--- src/rtl/e_fwd_ctrl_pkg.sv ---
// Shared encodings for the E-stage hazard/forwarding controller:
// forwarding-select codes, result-source encodings and the "operand unused" Tuse.
package e_fwd_ctrl_pkg;

    localparam logic [2:0] FW_PC8   = 3'b000;
    localparam logic [2:0] FW_ALU_M = 3'b001;
    localparam logic [2:0] FW_MD_M  = 3'b010;
    localparam logic [2:0] FW_W     = 3'b011;
    localparam logic [2:0] FW_RF    = 3'b100;

    typedef enum logic [1:0] {
        SRC_LINK = 2'd0,
        SRC_ALU  = 2'd1,
        SRC_MD   = 2'd2,
        SRC_LOAD = 2'd3
    } src_e;

    localparam logic [1:0] TUSE_NONE = 2'd3;

endpackage

--- src/rtl/e_fwd_ctrl_fwd_sel.sv ---
// Forwarding-select code for one E-stage operand, chosen from the M and W
// shadow destinations. Instantiated once per source operand.
module fwd_sel
    import e_fwd_ctrl_pkg::*;
#(
    parameter int REG_W = 5
) (
    input  logic [REG_W-1:0] idx,
    input  logic [REG_W-1:0] wa_M,
    input  logic [1:0]       tnew_M,
    input  src_e             src_M,
    input  logic [REG_W-1:0] wa_W,
    output logic [2:0]       fsel
);

    // M wins over W; a load still in M has no data on the M-stage buses yet.
    always_comb begin
        fsel = FW_RF;
        if (idx == '0) begin
            fsel = FW_RF;
        end else if (idx == wa_M && tnew_M == 2'd0 && src_M != SRC_LOAD) begin
            case (src_M)
                SRC_LINK: fsel = FW_PC8;
                SRC_ALU:  fsel = FW_ALU_M;
                SRC_MD:   fsel = FW_MD_M;
                default:  fsel = FW_RF;
            endcase
        end else if (idx == wa_W) begin
            fsel = FW_W;
        end
    end

endmodule

--- src/rtl/e_fwd_ctrl.sv ---
// Hazard and forwarding controller: shadow E/M/W pipeline of destination, Tnew
// and result source, E-stage forwarding selects, and the D-stage stall/bubble.
module e_fwd_ctrl
    import e_fwd_ctrl_pkg::*;
#(
    parameter int REG_W = 5
) (
    input  logic             clk,
    input  logic             reset,
    input  logic [REG_W-1:0] rs_D,
    input  logic [REG_W-1:0] rt_D,
    input  logic [1:0]       tuse_rs_D,
    input  logic [1:0]       tuse_rt_D,
    input  logic [REG_W-1:0] wa_D,
    input  logic [1:0]       tnew_D,
    input  logic [1:0]       src_D,
    input  logic             md_D,
    input  logic             mdu_start_E,
    input  logic             mdu_busy,
    input  logic             flush,
    output logic [2:0]       FSel1_E,
    output logic [2:0]       FSel2_E,
    output logic             stall,
    output logic             bubble_E
);

    logic [REG_W-1:0] rs_E, rt_E, wa_E, wa_M, wa_W;
    logic [1:0]       tnew_E, tnew_M;
    src_e             src_E, src_M;
    logic             stall_rs, stall_rt, stall_md;

    // Tnew counts down once per stage and sticks at zero.
    function automatic logic [1:0] tnew_dec(input logic [1:0] t);
        return (t == 2'd0) ? 2'd0 : t - 2'd1;
    endfunction

    function automatic logic reg_stall(
        input logic [REG_W-1:0] idx,
        input logic [1:0]       tuse,
        input logic [REG_W-1:0] wa_e,
        input logic [1:0]       tnew_e,
        input logic [REG_W-1:0] wa_m,
        input logic [1:0]       tnew_m
    );
        logic hit_e, hit_m;
        hit_e = (idx == wa_e) && (tuse < tnew_e);
        hit_m = (idx == wa_m) && (tuse < tnew_m);
        return (idx != '0) && (tuse != TUSE_NONE) && (hit_e || hit_m);
    endfunction

    always_comb begin
        stall_rs = reg_stall(rs_D, tuse_rs_D, wa_E, tnew_E, wa_M, tnew_M);
        stall_rt = reg_stall(rt_D, tuse_rt_D, wa_E, tnew_E, wa_M, tnew_M);
        stall_md = md_D && (mdu_busy || mdu_start_E);
        stall    = stall_rs || stall_rt || stall_md;
        bubble_E = stall || flush;
    end

    fwd_sel #(.REG_W(REG_W)) u_sel_rs (
        .idx    (rs_E),
        .wa_M   (wa_M),
        .tnew_M (tnew_M),
        .src_M  (src_M),
        .wa_W   (wa_W),
        .fsel   (FSel1_E)
    );

    fwd_sel #(.REG_W(REG_W)) u_sel_rt (
        .idx    (rt_E),
        .wa_M   (wa_M),
        .tnew_M (tnew_M),
        .src_M  (src_M),
        .wa_W   (wa_W),
        .fsel   (FSel2_E)
    );

    // D -> E -> M -> W shadow pipeline
    always_ff @(posedge clk) begin
        if (reset) begin
            rs_E   <= '0;
            rt_E   <= '0;
            wa_E   <= '0;
            tnew_E <= 2'd0;
            src_E  <= SRC_LINK;
            wa_M   <= '0;
            tnew_M <= 2'd0;
            src_M  <= SRC_LINK;
            wa_W   <= '0;
        end else begin
            wa_W <= wa_M;

            if (flush) begin
                wa_M   <= '0;
                tnew_M <= 2'd0;
                src_M  <= SRC_LINK;
            end else begin
                wa_M   <= wa_E;
                tnew_M <= tnew_dec(tnew_E);
                src_M  <= src_E;
            end

            if (bubble_E) begin
                rs_E   <= '0;
                rt_E   <= '0;
                wa_E   <= '0;
                tnew_E <= 2'd0;
                src_E  <= SRC_LINK;
            end else begin
                rs_E   <= rs_D;
                rt_E   <= rt_D;
                wa_E   <= wa_D;
                tnew_E <= tnew_D;
                src_E  <= src_e'(src_D);
            end
        end
    end

endmodule

--- config.mk ---
export PLATFORM = sky130hd
export DESIGN_NAME = e_fwd_ctrl
export DESIGN_NICKNAME = d
export VERILOG_FILES = /design/src/rtl/e_fwd_ctrl_pkg.sv /design/src/rtl/e_fwd_ctrl_fwd_sel.sv /design/src/rtl/e_fwd_ctrl.sv
export SDC_FILE = /design/constraint.sdc
export NUM_CORES = 1
export LEC_CHECK = 0
export ABC_AREA = 1
export BUFFER_PORTS_ARGS = -buffer_cell sky130_fd_sc_hd__buf_2
export CORE_MARGIN = 2
export CORE_UTILIZATION = 54
export CTS_BUF_LIST = sky130_fd_sc_hd__clkbuf_16
export DETAILED_ROUTE_END_ITERATION = 6
export GPL_ROUTABILITY_DRIVEN = 0
export HOLD_SLACK_MARGIN = 0.06
export PLACE_DENSITY_LB_ADDON = 0.25
export SLEW_MARGIN = 20
export SYNTH_ARGS = -nofsm -noshare
export SYNTH_HDL_FRONTEND = slang
export SYNTH_SLANG_ARGS = --single-unit
--- constraint.sdc ---
create_clock -name clk -period 1.75 [get_ports clk]
set_clock_uncertainty 0.15 [all_clocks]
set_input_delay 0 -clock clk [delete_from_list [all_inputs] [get_ports clk]]
set_output_delay 0 -clock clk [all_outputs]
set_load 0.02 [all_outputs]
==> results.sh <==
export IMPL_max_cap_violations=0
export IMPL_hold_viol_final=0
export IMPL_netlist_instances=268
export IMPL_drt_initial_drc_count=175
export IMPL_setup_slack_ns=-0.2969
export IMPL_start_util=0.5774
export IMPL_layout_common_cells="63 x nand2_1, 43 x inv_1, 37 x nor2_1, 30 x buf_2, 27 x dfxtp_1"
export IMPL_path_cells="inv_4 > ha_4 > o21ai_2 > nand2_1 > nor2_1 > nand2_1 > nand2_1 > nand2_2 > nand3_2 > or2_4 > buf_6"
export IMPL_clockRootBuffer="clkbuf_16"
export IMPL_grt_pass1_wl_um=8832
export IMPL_path_buf_inv=2
export IMPL_vias=2192
export IMPL_critPathTopFamily="simple AND/OR/NAND/NOR gates"
export IMPL_post_route_util=0.8548
export IMPL_h_tree_depth=2
export IMPL_place_area_um2=2043
export IMPL_clockBufferDepth=2
export IMPL_overflow=0
export IMPL_clk_pin_slew_ns=0.05
export IMPL_drt_pre_antenna_iters=6
export IMPL_cp_slowest_cell="dfxtp_2"
export IMPL_p_leak_nw=1.279
export IMPL_wl_per_cell_um=17.82
export IMPL_die_x_um=61.60
export IMPL_drive_above_1_share=0.3012
export IMPL_cp_end_kind="output pin"
export IMPL_worstSkewPairLatency_ns=0.28
export IMPL_synth_area_leaders="dfxtp_1 37%, nand2_1 13%, inv_1 9.8%"
export IMPL_crit_top_cell="nand2_1"
export IMPL_critPathKind="register to output pin"
export IMPL_fmax_ghz=0.4885
export IMPL_slew_violations=0
export IMPL_syn2layout_area_growth_pct=48.04
export IMPL_die_y_um=61.60
export IMPL_hold_class="primary input to register"
export IMPL_num_fill_cells=183
export IMPL_start_kind="register"
export IMPL_dpl_hpwl_um=3130
export IMPL_synth_distinct_cells=22
export IMPL_synth_seq_cells=33
export IMPL_synth_top_cell_area_share=0.3687
export IMPL_reg2reg_depth=12
export IMPL_setup_viol=21
export IMPL_drt_total_wl_um=6880
export IMPL_cts_sinks=33
export IMPL_viasPerCell=5.679
export IMPL_cts_tree="yes"
export IMPL_grt_max_degree=13
export IMPL_core_area_um2=3103
export IMPL_tns_ns=-4.403
export IMPL_port_buffers=36
export IMPL_netlist_area_um2=1792
export IMPL_rsz0062_at_grt="true"
export IMPL_slew_headroom=0.6096
export IMPL_p_per_area_nw_per_um2=766.3
export IMPL_drtAntennaViolNets=0
export IMPL_antenna_found_initial=0
export IMPL_crit_required_ns=1.60
export IMPL_diodes=0
export IMPL_design_area_um2=2653
export IMPL_io_pins=37
export IMPL_layout_commonest_cell="nand2_1"
export IMPL_num_rows=20
export IMPL_grt_pass1_vias=1875
export IMPL_avgSynthCellArea_um2=6.686
export IMPL_cp_arrival_ns=1.90
export IMPL_worstMarginPinSlew_ns=0.5794
export IMPL_crit_path_max_incr_delay_ns=0.34
export IMPL_ys_warnings_count=0
export IMPL_hold_depth=4
export IMPL_grt_use_total=0.3253
export IMPL_critical_path_depth=11
export IMPL_dieArea_um2=3795
export IMPL_nNetsFinal=377
export IMPL_finalCritPeriodShare=1.170
export IMPL_ir_worst_vdd_mv=0.6650
export IMPL_yosysTopAreaCell="dfxtp_1"
export IMPL_min_period_ns=2.047
export IMPL_outcome="finished, violations left"
export IMPL_failed_checks="setup timing"
export IMPL_path_max_fanout=3
export IMPL_numCtsBuffers=5
export IMPL_drc_errors=0
export IMPL_synth_seq_area_share=0.3687
export IMPL_syn_num_nets=302
worst reg2reg max path, stage by stage, from the launching register on:
cell	delay (ns)
dfxtp_2	0.34
inv_4	0.05
ha_4	0.26
o21ai_2	0.05
nand2_1	0.09
nor2_1	0.06
nand2_1	0.09
nand2_1	0.08
nand2_2	0.10
buf_4	0.13
nand4_4	0.20
clkbuf_16	0.26
nor2_2	0.11
flip-flops by register name (all words and copies together), names as in the netlist:
signal	cells
wa_M	5
rt_E	5
rs_E	5
wa_E	5
src_E	2
wa_W	5
tnew_M	2
tnew_E	2
src_M	2
cell usage after synthesis, drive strengths merged:
master / number
a21oi: 7
buf: 2
clkinv: 1
dfxtp: 33
ha: 5
inv: 48
nand2: 66
nand3: 12
nand4: 6
nor2: 54
nor3: 6
o21ai: 9
o21bai: 1
or2: 3
xnor2: 7
xor2: 8
area by class of cell:
type | instances | area (um^2) | share of cell area
Inverter | 49 | 188.9 | 0.07123
Clock buffer | 5 | 125.1 | 0.04717
Clock inverter | 1 | 5.005 | 0.001887
Tap cell | 44 | 55.05 | 0.02075
Timing Repair Buffer | 70 | 551.8 | 0.2080
Sequential cell | 33 | 673.1 | 0.2538
Multi-Input combinational cell | 184 | 1054 | 0.3972
per-layer routing:
layer  GRT usage  up-vias  part of all wire
met5           0        -                 0
met4      0.1337        0             0.081
met3     0.06723       67              0.10
met2      0.5759      185              0.47
met1      0.3795      977              0.35
li1            -      963                 -
metrics by stage:
step           hold WS [ns]  cells  setup slack (ns)  power [mW]
2_1_floorplan      -0.07762    268           0.03105      0.9815
3_3_place_gp        0.06238    349           0.08759       1.079
3_5_place_dp        0.07071    349           0.05686       1.084
4_1_cts             0.09469    379           -0.1253       1.946
5_1_grt              0.2317    386           -0.3071       2.093
6_report             0.2223    386           -0.2969       2.033
logic make-up after synthesis:
| group | count (synthesis) | synth area share |
|---|---|---|
| adders and majority gates | 5 | 0.03492 |
| DFF | 33 | 0.3687 |
| buffers and inverters | 51 | 0.1131 |
| and+or+nand+nor | 147 | 0.3610 |
| xor gates and xnor gates | 15 | 0.07333 |
| AOI/OAI and AO/OA | 17 | 0.04888 |
final timing paths:
check | start | to | slack, ns
hold / removal | mdu_start_E | wa_E[3]$_SDFF_PP0_ | 0.22
hold reg to reg | src_E[0]$_SDFF_PP0_ | src_M[0]$_SDFF_PP0_ | 0.26
setup / recovery | tnew_E[1]$_SDFF_PP0_ | bubble_E | -0.30
setup reg to reg | tnew_E[1]$_SDFF_PP0_ | rs_E[3]$_SDFF_PP0_ | -0.27
power by group:
part | switching (mW) | total [mW] | internal (mW)
logic | 0.243 | 0.433 | 0.190
registers | 0.0201 | 0.790 | 0.770
clock network | 0.303 | 0.810 | 0.507
total | 0.566 | 2.03 | 1.47
timing repair:
item	in CTS	in global routing
gates cloned	0	1
pin swaps	18	16
resized for setup	29	27
buffers inserted	3	6
hold buffers	21	0
setup endpoints to repair	8	27
endpoints found under the hold margin	33	0
No activity file was read; power rests on OpenSTA's default activity.
